File: src/rtl/mp_intc_pkg.sv
// mp_intc_pkg: shared constants and types for the mp_intc interrupt controller.
// Holds the register byte offsets, the management FSM state encoding, the
// interrupt code width and the latched management request payload.
package mp_intc_pkg;

    localparam int unsigned CODE_W = 5;
    localparam int unsigned DATA_W = 32;
    localparam int unsigned OFF_W  = 5;

    // Register byte offsets inside the 32-byte window
    localparam logic [OFF_W-1:0] INTC_PEND  = 5'h00;
    localparam logic [OFF_W-1:0] INTC_MASK  = 5'h04;
    localparam logic [OFF_W-1:0] INTC_CLR   = 5'h08;
    localparam logic [OFF_W-1:0] INTC_TRIG  = 5'h0C;
    localparam logic [OFF_W-1:0] INTC_CLAIM = 5'h10;
    localparam logic [OFF_W-1:0] INTC_SWSET = 5'h14;

    typedef enum logic [1:0] {
        ST_IDLE = 2'd0,
        ST_ACK  = 2'd1,
        ST_RXE  = 2'd2
    } state_t;

    // Management request captured when it is accepted in IDLE
    typedef struct packed {
        logic [OFF_W-1:0]  off;
        logic              rwn;
        logic [1:0]        wen;
        logic [DATA_W-1:0] txd;
    } mgmt_req_t;

endpackage

File: src/rtl/mp_intc_prio.sv
// intc_prio: combinational lowest-index priority encoder.
// Ports: req (NSRC request bits) -> valid_c (any set), idx_c (lowest set index,
// 0 when none).
module intc_prio
    import mp_intc_pkg::*;
#(
    parameter int unsigned NSRC = 16
) (
    input  logic [NSRC-1:0]   req,
    output logic              valid_c,
    output logic [CODE_W-1:0] idx_c
);

    // Scan from the top down so the lowest set index is the last assignment
    always_comb begin
        valid_c = |req;
        idx_c   = '0;
        for (int i = int'(NSRC) - 1; i >= 0; i--) begin
            if (req[i]) idx_c = CODE_W'(i);
        end
    end

endmodule

File: src/rtl/mp_intc.sv
// mp_intc: interrupt controller feeding the branch/PC unit.
// Latches NSRC interrupt lines into pending state, masks them, and presents the
// lowest-index active source as exi/exi_code. Registers live in a 32-byte
// window at BASE_ADR on the management bus.
// Ports: sys_clk, sys_rst (sync, active-high), irq_src[NSRC];
//        mgmt_req/adr/rwn/wen/txd in, mgmt_ack/rxe/rxd out; exi, exi_code out.
// Build option: define MP_INTC_EDGE_EN to build the TRIG register and edge
// detectors; otherwise all sources are level and TRIG reads 0.
module mp_intc
    import mp_intc_pkg::*;
#(
    parameter int unsigned NSRC     = 16,
    parameter logic [12:0] BASE_ADR = 13'h0100
) (
    input  logic              sys_clk,
    input  logic              sys_rst,
    input  logic [NSRC-1:0]   irq_src,
    input  logic              mgmt_req,
    input  logic [31:0]       mgmt_adr,
    input  logic              mgmt_rwn,
    input  logic [1:0]        mgmt_wen,
    input  logic [31:0]       mgmt_txd,
    output logic              mgmt_ack,
    output logic              mgmt_rxe,
    output logic [31:0]       mgmt_rxd,
    output logic              exi,
    output logic [CODE_W-1:0] exi_code
);

    state_t            state_q, state_nxt;
    mgmt_req_t         req_q;
    logic              accept_c, ack_nxt, rxe_nxt;
    logic              wr_c, rd_c;
    logic [NSRC-1:0]   src_q, mask_q, sticky_q;
    logic [NSRC-1:0]   trig_c, edge_c, pend_c, wmask_c, wdat_c, clr_c, swset_c;
    logic              prio_valid_c;
    logic [CODE_W-1:0] prio_idx_c;
    logic [31:0]       rd_mux_c;
    logic              unused_c;

    // Address bits outside [12:5]/[4:0] and txd bits above NSRC are don't-care
    assign unused_c = ^{mgmt_adr, req_q};

    // Management FSM: next state and registered pulse outputs
    always_comb begin
        state_nxt = state_q;
        ack_nxt   = 1'b0;
        rxe_nxt   = 1'b0;
        accept_c  = 1'b0;
        case (state_q)
            ST_IDLE: begin
                if (mgmt_req && (mgmt_adr[12:5] == BASE_ADR[12:5])) begin
                    accept_c  = 1'b1;
                    ack_nxt   = 1'b1;
                    state_nxt = ST_ACK;
                end
            end
            ST_ACK: begin
                if (req_q.rwn) begin
                    rxe_nxt   = 1'b1;
                    state_nxt = ST_RXE;
                end else begin
                    state_nxt = ST_IDLE;
                end
            end
            ST_RXE:  state_nxt = ST_IDLE;
            default: state_nxt = ST_IDLE;
        endcase
    end

    // FSM state, request latch and handshake pulses
    always_ff @(posedge sys_clk) begin
        if (sys_rst) begin
            state_q  <= ST_IDLE;
            req_q    <= '0;
            mgmt_ack <= 1'b0;
            mgmt_rxe <= 1'b0;
        end else begin
            state_q  <= state_nxt;
            mgmt_ack <= ack_nxt;
            mgmt_rxe <= rxe_nxt;
            if (accept_c) begin
                req_q.off <= mgmt_adr[OFF_W-1:0];
                req_q.rwn <= mgmt_rwn;
                req_q.wen <= mgmt_wen;
                req_q.txd <= mgmt_txd;
            end
        end
    end

    // Register access happens at the edge that ends ACK
    assign wr_c = (state_q == ST_ACK) && !req_q.rwn;
    assign rd_c = (state_q == ST_ACK) &&  req_q.rwn;

    // Halfword write enables spread across the source bits
    always_comb begin
        wmask_c = '0;
        for (int i = 0; i < int'(NSRC); i++) begin
            wmask_c[i] = (i < 16) ? req_q.wen[0] : req_q.wen[1];
        end
    end

    assign wdat_c  = req_q.txd[NSRC-1:0] & wmask_c;
    assign clr_c   = (wr_c && (req_q.off == INTC_CLR))   ? wdat_c : '0;
    assign swset_c = (wr_c && (req_q.off == INTC_SWSET)) ? wdat_c : '0;

`ifdef MP_INTC_EDGE_EN
    logic [NSRC-1:0] trig_q;

    // Trigger mode register: 1 = edge, 0 = level
    always_ff @(posedge sys_clk) begin
        if (sys_rst) begin
            trig_q <= '0;
        end else if (wr_c && (req_q.off == INTC_TRIG)) begin
            trig_q <= (trig_q & ~wmask_c) | wdat_c;
        end
    end

    assign trig_c = trig_q;
    assign edge_c = irq_src & ~src_q & trig_q;
`else
    assign trig_c = '0;
    assign edge_c = '0;
`endif

    // Source history, mask and sticky pending; a set beats a same-cycle clear
    always_ff @(posedge sys_clk) begin
        if (sys_rst) begin
            src_q    <= '0;
            mask_q   <= '0;
            sticky_q <= '0;
        end else begin
            src_q    <= irq_src;
            sticky_q <= (sticky_q & ~clr_c) | swset_c | edge_c;
            if (wr_c && (req_q.off == INTC_MASK)) begin
                mask_q <= (mask_q & ~wmask_c) | wdat_c;
            end
        end
    end

    // Level sources contribute directly and are unaffected by CLR
    assign pend_c = sticky_q | (src_q & ~trig_c);

    intc_prio #(
        .NSRC (NSRC)
    ) u_prio (
        .req     (pend_c & mask_q),
        .valid_c (prio_valid_c),
        .idx_c   (prio_idx_c)
    );

    // Read mux; write-only and unmapped offsets read as 0
    always_comb begin
        rd_mux_c = '0;
        case (req_q.off)
            INTC_PEND:  rd_mux_c = 32'(pend_c);
            INTC_MASK:  rd_mux_c = 32'(mask_q);
            INTC_TRIG:  rd_mux_c = 32'(trig_c);
            INTC_CLAIM: rd_mux_c = 32'({exi, exi_code});
            default:    rd_mux_c = '0;
        endcase
    end

    // Interrupt output and held read data
    always_ff @(posedge sys_clk) begin
        if (sys_rst) begin
            exi      <= 1'b0;
            exi_code <= '0;
            mgmt_rxd <= '0;
        end else begin
            exi      <= prio_valid_c;
            exi_code <= prio_idx_c;
            if (rd_c) mgmt_rxd <= rd_mux_c;
        end
    end

endmodule

File: config.mk
export PLATFORM = sky130hd
export DESIGN_NAME = mp_intc
export DESIGN_NICKNAME = d
export VERILOG_FILES = /design/src/rtl/mp_intc_pkg.sv /design/src/rtl/mp_intc_prio.sv /design/src/rtl/mp_intc.sv
export SDC_FILE = /design/constraint.sdc
export NUM_CORES = 1
export LEC_CHECK = 0
export CAP_MARGIN = 20
export CORE_UTILIZATION = 46
export CTS_CLUSTER_DIAMETER = 150
export CTS_CLUSTER_SIZE = 25
export DETAILED_ROUTE_END_ITERATION = 12
export GPL_TIMING_DRIVEN = 0
export PLACE_DENSITY = 0.89
export SLEW_MARGIN = 40
export SYNTH_ARGS = -nofsm -noshare
export SYNTH_HDL_FRONTEND = slang
export SYNTH_HIERARCHICAL = 1
export SYNTH_SLANG_ARGS = --single-unit
File: constraint.sdc
create_clock -name sys_clk -period 2.7 [get_ports sys_clk]
set_clock_uncertainty 0.2 [all_clocks]
set_input_delay 0.54 -clock sys_clk [delete_from_list [all_inputs] [get_ports sys_clk]]
set_output_delay 0.54 -clock sys_clk [all_outputs]
set_load 0.05 [all_outputs]
==> flow_metrics.py, run 1 <==
metrics = {
    "power_and_ir_drop": {
        "p_per_area_nw_per_um2": 503,
        "finalPower_mw": 2.58,
        "p_leak_nw": 2.05,
        "ir_drop_mv": 0.245,
    },
    "detailed_routing": {
        "detail-route-antenna-nets": 0,
        "avgRoutedWirePerCell_um": 13.2,
        "drt_iter0_drc": 168,
        "routed_wl_um": 9110,
        "vias": 3505,
        "via_per_inst": 5.07,
        "first_pass_iters": 5,
        "drc_errors": 0,
    },
    "finish": {
        "fillers": 729,
        "layout_commonest_cell": "nand2_1",
        "fin_nets": 667,
        "syn_to_final_growth_pct": 27.7,
        "drive_gt1_share_pct": 10.4,
        "num_antenna_cells": 0,
        "final_cell_mix": "nand2_1, dfxtp_1, clkdlybuf4s50_1",
    },
    "yosys": {
        "synth_cell_types": 38,
        "async_reset_ff_share_pct": 0,
        "yosysTopAreaCell": "dfxtp_1",
        "synth_top_area_share_pct": 48.3,
        "synth_seq_cells": 97,
        "syn-cell-area_sq_um": 4020,
        "yosysSeqAreaShare_pct": 48.3,
        "ys_top_cells_by_area": "dfxtp_1, nand2_1, a21oi_1",
        "synth_edf_count": 0,
        "avgSynthCellArea_sq_um": 8.35,
        "synth_flop_cell": "dfxtp_1",
        "synthesis.instances": 482,
        "ys_warn_count": 6,
    },
    "placement": {
        "hpwl_um": 7240,
        "numPortBuffers": 73,
        "gp_congestion": 0.859,
    },
    "floorplan": {
        "initial_utilization_pct": 48.2,
        "rows": 33,
        "pin_count": 126,
        "core-area_sq_um": 8340,
        "die_h_um": 95.5,
        "design.die.area_sq_um": 9130,
        "die_w_um": 95.5,
    },
    "critical_path": {
        "cp_slowest_cell": "clkdlybuf4s50_1",
        "path_cells": "clkdlybuf4s50_1 -> clkbuf_1 -> clkbuf_1 -> clkbuf_1 -> a21oi_1",
        "cp.required_ns": 2.72,
        "startpoint_type": "input pin",
        "r2r-start": "state_q[1]$_SDFFE_PP0P_",
        "path_class": "input pin to register",
        "worstPathMaxFanout": 10,
        "ff2ff_path_depth": 5,
        "arrival_ns": 2.46,
        "crit_top_cell": "clkbuf_1",
        "reg2reg_setup_slack_ns": 0.58,
        "endpoint_kind": "register",
        "critical_path.max_stage_delay_ns": 0.52,
        "timing.rr.end": "sticky_q[13]$_SDFF_PP0_",
        "startpoint": "sys_rst",
    },
    "job": {
        "max_cap_viol_count": 0,
    },
    "cts": {
        "htreeDepth": 3,
        "ctsResizeCount": 0,
        "cts_tree": "built",
        "postCtsSetupRepairBufs": 0,
        "clock-sinks": 97,
        "cts_buffers": 9,
        "clock_path_buffers": 2,
        "clock_latency_ns": 0.36,
        "clk_pin_slew_ns": 0.09,
        "cts_root_buf": "clkbuf_8",
        "cts_hold_buf": 0,
    },
    "grt": {
        "globalRouteOverflowTotal": 0,
        "antenna_found_initial": 0,
        "track_usage_pct": 20.8,
        "grt_max_degree": 17,
        "grt_pass1_wl_um": 14700,
        "grt_pass1_vias": 3271,
    },
    "timing": {
        "timing.final.hold_violations": 0,
        "period_share_pct": 90.3,
        "setup_violations": 0,
        "worst_hold_slack_ns": 0.257,
        "layout_min_cycle_time_ns": 2.44,
        "maxSlewHeadroom_pct": 55.3,
        "setup_tns_ns": 0,
        "drv_slew": 0,
        "grt_setup_unrepaired": "false",
        "worstMarginPinSlew_ns": 0.667,
        "fmax_ghz": 0.410,
    },
    "run_status": {
        "outcome": "finished, final reports clean",
    },
    "worst_hold_path": {
        "min_path_type": "register to register",
    },
}
==> worst min-delay path by stage <==
stage,from,to,slack [ns],cells after the start
floorplan,req_q[32]$_SDFFE_PP0P_,req_q[32]$_SDFFE_PP0P_,0.24,2
global placement,mgmt_rxd[4]$_SDFFE_PP0N_,mgmt_rxd[4]$_SDFFE_PP0N_,0.24,2
detailed placement,mgmt_rxd[5]$_SDFFE_PP0N_,mgmt_rxd[5]$_SDFFE_PP0N_,0.24,2
CTS,mgmt_rxd[5]$_SDFFE_PP0N_,mgmt_rxd[5]$_SDFFE_PP0N_,0.26,2
global route,mgmt_rxd[12]$_SDFFE_PP0N_,mgmt_rxd[12]$_SDFFE_PP0N_,0.28,2
finish,mgmt_rxd[5]$_SDFFE_PP0N_,mgmt_rxd[5]$_SDFFE_PP0N_,0.26,2
==> logic make-up after synthesis <==
logic type	after synthesis	synth area share, %
AOI/OAI and AO/OA	120	17.2
buffers and inverters	45	6.47
DFF	97	48.3
other	2	0.187
and+or+nand+nor	218	27.9
==> cell type report <==
cell class | count | area, sq um | share of cell area (%)
clock buffers | 9 | 124 | 2.41
well taps | 105 | 131 | 2.56
plain buffers | 42 | 249 | 4.85
multi-input cells | 355 | 1880 | 36.6
flip-flops and latches | 97 | 1940 | 37.8
repair buffers | 73 | 731 | 14.2
clock inverters | 7 | 71.3 | 1.39
inverters | 3 | 11.3 | 0.219
==> per-stage QoR <==
stage	setup slack [ns]	util, %	std cells	instance area (sq um)
2_1_floorplan	0.837	-	497	4080
3_3_place_gp	-0.0190	59.3	675	4940
3_5_place_dp	-0.0813	59.3	675	4940
4_1_cts	0.303	61.6	691	5140
5_1_grt	0.184	61.6	691	5140
6_report	0.262	61.6	691	5140
==> layer usage <==
layer	vias up	wire (um)	track usage [%]	share of wire, %
met2	141	4360	35.4	48
li1	1772	-	-	-
met4	0	194	7.96	2.1
met1	1570	3910	26.2	43
met3	22	635	3.83	7.0
met5	-	0	0	0
==> synthesized netlist by cell type, types with 2 or more instances <==
cell type and count:
nand3_1 3, nand2b_1 18, dfxtp_1 97, a21oi_1 59
nor2_1 18, buf_2 7, nand2_1 105, o21ai_0 23
or3_1 3, and3_1 2, a21o_1 16, nor2_2 2
nand3b_1 3, or2_2 10, buf_4 18, inv_1 3
a22oi_1 15, a31oi_1 2, or3b_1 2, buf_6 2
nor4_1 3, clkbuf_1 14, conb_1 2, and2_1 10
nor2b_1 29, nor3_2 2, nor3_1 2, nor4_4 2
==> power by group <==
part / switching (mW) / internal [mW]
Sequential: 0.00487 / 1.44
Combinational: 0.106 / 0.106
Clock: 0.496 / 0.426
Total: 0.607 / 1.98
==> critical path, delay by kind of cell <==
| kind | cells | cell delay, ns |
|---|---|---|
| AOI/OAI and AO/OA | 1 | 0.12 |
| buffers and inverters | 4 | 1.80 |
(Power assumes the default switching activity.)
==> run 2: changes to the inputs <==
clock period = 2.4 ns   (was 2.7 ns; I/O delays follow)
==> flow_metrics.py, run 2 (same netlist as run 1, synthesis figures left out) <==
metrics = {
    "critical_path": {
        "worstPathMaxFanout": 2,
        "cp_slowest_cell": "clkdlybuf4s50_1",
        "path_cells": "clkdlybuf4s50_1",
        "path_class": "register to primary output",
        "startpoint_type": "register",
        "critical_path.max_stage_delay_ns": 0.81,
        "worst-path-buf-inv": 1,
        "cp.required_ns": 1.72,
        "crit_family": "buffers and inverters",
        "arrival_ns": 1.53,
        "endpoint_kind": "primary output",
    },
    "grt": {
        "grt_max_degree": 17,
        "track_usage_pct": 20.8,
        "globalRouteOverflowTotal": 0,
        "grt_pass1_wl_um": 14700,
        "antenna_found_initial": 0,
        "grt_pass1_vias": 3271,
    },
    "timing": {
        "maxSlewHeadroom_pct": 55.1,
        "setup_tns_ns": 0,
        "timing.final.hold_violations": 0,
        "drv_slew": 0,
        "grt_setup_unrepaired": "false",
        "setup_violations": 0,
        "worst_hold_slack_ns": 0.257,
        "timing.final.ws_setup_ns": 0.186,
        "period_share_pct": 92.3,
        "fmax_ghz": 0.452,
        "worstMarginPinSlew_ns": 0.670,
        "layout_min_cycle_time_ns": 2.21,
    },
    "cts": {
        "cts_root_buf": "clkbuf_8",
        "clk_pin_slew_ns": 0.09,
        "clock-sinks": 97,
        "htreeDepth": 3,
        "cts_tree": "built",
        "postCtsSetupRepairBufs": 0,
        "clock_path_buffers": 2,
        "clock_latency_ns": 0.37,
        "cts_buffers": 9,
    },
    "finish": {
        "regArea_sq_um": 1940,
        "fin_nets": 667,
        "multi_input_area_sq_um": 1880,
        "fillers": 726,
        "stdcell_area_sq_um": 5140,
        "num_antenna_cells": 0,
        "syn_to_final_growth_pct": 27.8,
        "drive_gt1_share_pct": 10.9,
        "final_cell_mix": "nand2_1, dfxtp_1, clkdlybuf4s50_1",
        "layout_commonest_cell": "nand2_1",
    },
    "detailed_routing": {
        "vias": 3499,
        "drc_errors": 0,
        "routed_wl_um": 9090,
        "first_pass_iters": 5,
        "detail-route-antenna-nets": 0,
        "drt_iter0_drc": 168,
        "via_per_inst": 5.06,
        "avgRoutedWirePerCell_um": 13.2,
    },
    "worst_hold_path": {
        "min_path_type": "register to register",
    },
    "floorplan": {
        "rows": 33,
        "die_h_um": 95.5,
        "design.die.area_sq_um": 9130,
        "initial_utilization_pct": 48.2,
        "core-area_sq_um": 8340,
        "pin_count": 126,
        "die_w_um": 95.5,
    },
    "placement": {
        "numPortBuffers": 73,
        "detailedPlace.worstSlack_ns": -0.321,
        "hpwl_um": 7240,
        "gp_congestion": 0.859,
        "placed_area_sq_um": 4940,
    },
    "power_and_ir_drop": {
        "p_leak_nw": 2.06,
        "p_per_area_nw_per_um2": 566,
        "ir_drop_mv": 0.275,
    },
    "job": {
        "max_cap_viol_count": 0,
    },
    "run_status": {
        "outcome": "finished, final reports clean",
    },
}
run 2: cell counts in the layout (fill, tap and decap cells not counted):
No cell type changed its count.
run 2: where the power goes:
| part | switching (mW) | internal [mW] | leakage (nW) |
|---|---|---|---|
| clock network | 0.561 | 0.479 | 0.0912 |
| registers | 0.00543 | 1.62 | 0.786 |
| logic | 0.120 | 0.120 | 1.18 |
run 2: worst reg2reg max path: cells and delay by family (launching register included):
kind | cells | cell delay (ns)
flip-flops | 1 | 0.33
buffers and inverters | 1 | 0.25
AO/OA/AOI/OAI | 2 | 0.24
AND/OR/NAND/NOR | 2 | 1.00
run 2: final timing paths:
check,start,to,slack (ns),cells past startpoint
worst max register to register,state_q[1]$_SDFFE_PP0P_,sticky_q[13]$_SDFF_PP0_,0.27,5
worst min register to register,mgmt_rxd[5]$_SDFFE_PP0N_,mgmt_rxd[5]$_SDFFE_PP0N_,0.26,2
worst min-delay path,mgmt_rxd[5]$_SDFFE_PP0N_,mgmt_rxd[5]$_SDFFE_PP0N_,0.26,2
worst max-delay path,mgmt_rxd[15]$_SDFFE_PP0N_,mgmt_rxd[15],0.19,1
run 2: through the flow:
| stage | total power, mW | utilization (%) | cells |
|---|---|---|---|
| 4_1_cts | 2.92 | 61.6 | 691 |
| 6_report | 2.91 | 61.6 | 691 |
| 2_1_floorplan | 1.80 | - | 497 |
| 5_1_grt | 3.01 | 61.6 | 691 |
| 3_3_place_gp | 1.90 | 59.3 | 675 |
| 3_5_place_dp | 1.91 | 59.3 | 675 |
run 2: metal layers:
metal | vias to the layer above | track usage [%] | share of wire (%)
met4 | 0 | 7.96 | 2.1
met3 | 20 | 3.83 | 6.1
met2 | 134 | 35.4 | 48
met5 | - | 0 | 0
li1 | 1773 | - | -
met1 | 1572 | 26.2 | 44
run 2: timing repair:
action                     4_1_cts  5_1_grt
setup endpoints to repair        0       20
hold endpoints to repair         0        0
gates resized for setup          0        6
hold buffers                     0        0
run 2: final cells by class:
cell class / instances / share of cell area (%)
Buffer: 42 / 4.92
Clock buffer: 9 / 2.41
Clock inverter: 7 / 1.39
Inverter: 3 / 0.219
Multi-Input combinational cell: 355 / 36.5
Sequential cell: 97 / 37.8
Tap cell: 105 / 2.56
Timing Repair Buffer: 73 / 14.2
==> run 3: changes to the inputs <==
CAP_MARGIN = 30   (was 20)
CORE_UTILIZATION = 42   (was 46)
PLACE_DENSITY = 0.86   (was 0.89)
SYNTH_HIERARCHICAL = unset   (was 1)
clock period = 1.8 ns   (was 2.4 ns; I/O delays follow)
==> flow_metrics.py, run 3 <==
metrics = {
    "timing": {
        "setup_violations": 0,
        "drv_slew": 0,
        "worstMarginPinSlew_ns": 0.661,
        "fmax_ghz": 0.573,
        "layout_min_cycle_time_ns": 1.75,
        "grt_setup_unrepaired": "true",
        "timing.final.hold_violations": 0,
        "maxSlewHeadroom_pct": 55.9,
        "period_share_pct": 96.9,
    },
    "yosys": {
        "synth_cell_types": 42,
        "synth_top_area_share_pct": 47.2,
        "synthesis.instances": 438,
        "ys_warn_count": 0,
        "synth_seq_cells": 96,
        "synth_edf_count": 0,
        "avgSynthCellArea_sq_um": 9.29,
        "async_reset_ff_share_pct": 0,
        "synth_flop_cell": "dfxtp_1",
        "ys_top_cells_by_area": "dfxtp_1, mux2i_1, nor2_1",
        "synthMostInstantiatedCell": "dfxtp_1",
        "yosysSeqAreaShare_pct": 47.2,
        "yosysTopAreaCell": "dfxtp_1",
        "syn-cell-area_sq_um": 4070,
        "synth.top_cells.by_count": "dfxtp_1, nor2_1, mux2i_1, o21ai_0, nand2_1",
    },
    "finish": {
        "utilization_pct": 56.4,
        "syn_to_final_growth_pct": 29.4,
        "final_cell_mix": "dfxtp_1, nor2_1, clkdlybuf4s50_1",
        "fillers": 810,
        "num_antenna_cells": 0,
        "fin_nets": 631,
        "layout_commonest_cell": "dfxtp_1",
        "drive_gt1_share_pct": 18.9,
    },
    "critical_path": {
        "startpoint": "mgmt_ack$_SDFF_PP0_",
        "timing.rr.end": "mgmt_rxd[14]$_SDFFE_PP0P_",
        "path_class": "register to primary output",
        "cp.required_ns": 1.24,
        "r2r-start": "req_q[36]$_SDFFE_PP0P_",
        "startpoint_type": "register",
        "ff2ff_path_depth": 6,
        "endpoint_kind": "primary output",
        "crit_family": "buffers and inverters",
        "arrival_ns": 1.19,
        "path_cells": "clkdlybuf4s15_1",
        "worstPathMaxFanout": 1,
        "cp_slowest_cell": "clkdlybuf4s15_1",
        "critical_path.max_stage_delay_ns": 0.49,
        "worst-path-buf-inv": 1,
        "path_depth": 1,
        "reg2reg_setup_slack_ns": 0.05,
    },
    "detailed_routing": {
        "avgRoutedWirePerCell_um": 15.4,
        "via_per_inst": 5.17,
        "drc_errors": 0,
        "routed_wl_um": 10500,
        "vias": 3508,
        "detail-route-antenna-nets": 0,
        "drt_iter0_drc": 267,
        "first_pass_iters": 4,
    },
    "grt": {
        "globalRouteOverflowTotal": 0,
        "grt_pass1_vias": 3313,
        "grt_max_degree": 14,
        "track_usage_pct": 21.0,
        "grt_pass1_wl_um": 16100,
        "antenna_found_initial": 0,
    },
    "floorplan": {
        "initial_utilization_pct": 43.6,
        "die_h_um": 100,
        "rows": 35,
        "design.die.area_sq_um": 10100,
        "core-area_sq_um": 9330,
        "die_w_um": 100,
        "pin_count": 126,
    },
    "cts": {
        "cts_root_buf": "clkbuf_8",
        "cts_buffers": 9,
        "clock_path_buffers": 2,
        "clock_latency_ns": 0.37,
        "cts_tree": "built",
        "clk_pin_slew_ns": 0.08,
        "clock-sinks": 96,
        "htreeDepth": 3,
        "cts_hold_buf": 0,
    },
    "power_and_ir_drop": {
        "ir_drop_mv": 0.347,
        "finalPower_mw": 3.67,
        "p_per_area_nw_per_um2": 698,
        "p_leak_nw": 2.21,
    },
    "run_status": {
        "outcome": "finished, final reports clean",
    },
    "worst_hold_path": {
        "hold_depth": 2,
        "min_path_type": "register to register",
        "hold_path_startpoint": "sticky_q[4]$_SDFF_PP0_",
        "min_to": "sticky_q[4]$_SDFF_PP0_",
    },
    "job": {
        "max_cap_viol_count": 0,
    },
    "placement": {
        "hpwl_um": 7450,
        "gp_congestion": 0.891,
        "numPortBuffers": 72,
    },
}
run 3: changes by cell type after synthesis, moves of 16 or more:
cell,previous run,this run
a21o_1,16,0
a21oi_1,59,17
mux2i_1,0,39
nand2_1,105,26
nand2b_1,18,2
nor2_1,18,63
run 3: cell type report:
class                      count  area (sq um)  area share, %
tap                          129           161           3.07
multi-input combinational    299          1880           35.7
timing repair buffer          80           732           13.9
inverter                      17          63.8           1.21
clock inverter                 1          5.00         0.0951
clock buffer                  14           143           2.71
buffer                        42           352           6.68
sequential                    96          1930           36.7
run 3: worst max path at each step:
stage / endpoint / slack [ns]
floorplan: req_q[10]$_SDFFE_PP0P_ / 0.13
global route: req_q[15]$_SDFFE_PP0P_ / -0.03
finish: mgmt_ack / 0.05
detailed placement: req_q[6]$_SDFFE_PP0P_ / -0.53
CTS: mgmt_rxe / 0.001
global placement: req_q[8]$_SDFFE_PP0P_ / -0.49
run 3: per-stage QoR:
step	area [sq um]	instances	setup slack [ns]	TNS (ns)	hold WS, ns
2_1_floorplan	4130	454	0.129	0	0.255
3_3_place_gp	5010	655	-0.491	-18.49	0.266
3_5_place_dp	5010	655	-0.533	-20.25	0.273
4_1_cts	5220	672	0.00133	0	0.285
5_1_grt	5260	678	-0.0253	-0.0605	0.304
6_report	5260	678	0.0550	0	0.286
run 3: per-layer routing:
metal  vias up  track usage [%]  share of wire (%)
met5         -                0                  0
met4         0             9.03                2.4
met3        22             4.67                8.2
met2       188             35.0                 47
met1      1621             26.2                 43
li1       1677                -                  -
run 3: tightest hold or removal path: stages, from the launching register on:
cell and delay [ns]:
dfxtp_1 0.32, o21ai_0 0.07, a21oi_1 0.06
run 3: timing repair:
| item | CTS | global route |
|---|---|---|
| cloned | 0 | 1 |
| endpoints found under the setup margin | 66 | 71 |
| pin swaps | 3 | 13 |
| buffers inserted | 2 | 5 |
| resized for setup | 62 | 35 |
run 3: kinds of logic (layout without fill, tap and decap cells):
family | count (synthesis) | in the layout | synth area share (%)
other | 1 | 17 | 0.0922
AOI/OAI and AO/OA | 101 | 101 | 16.5
DFF | 96 | 96 | 47.2
and+or+nand+nor | 142 | 142 | 17.0
muxes | 39 | 39 | 9.60
buffers and inverters | 59 | 154 | 9.54
run 3: report_power, final:
group	internal (mW)	leakage, nW	switching, mW
clock network	0.497	0.0745	0.707
logic	0.151	1.35	0.164
registers	2.14	0.780	0.0141
total	2.79	2.21	0.884
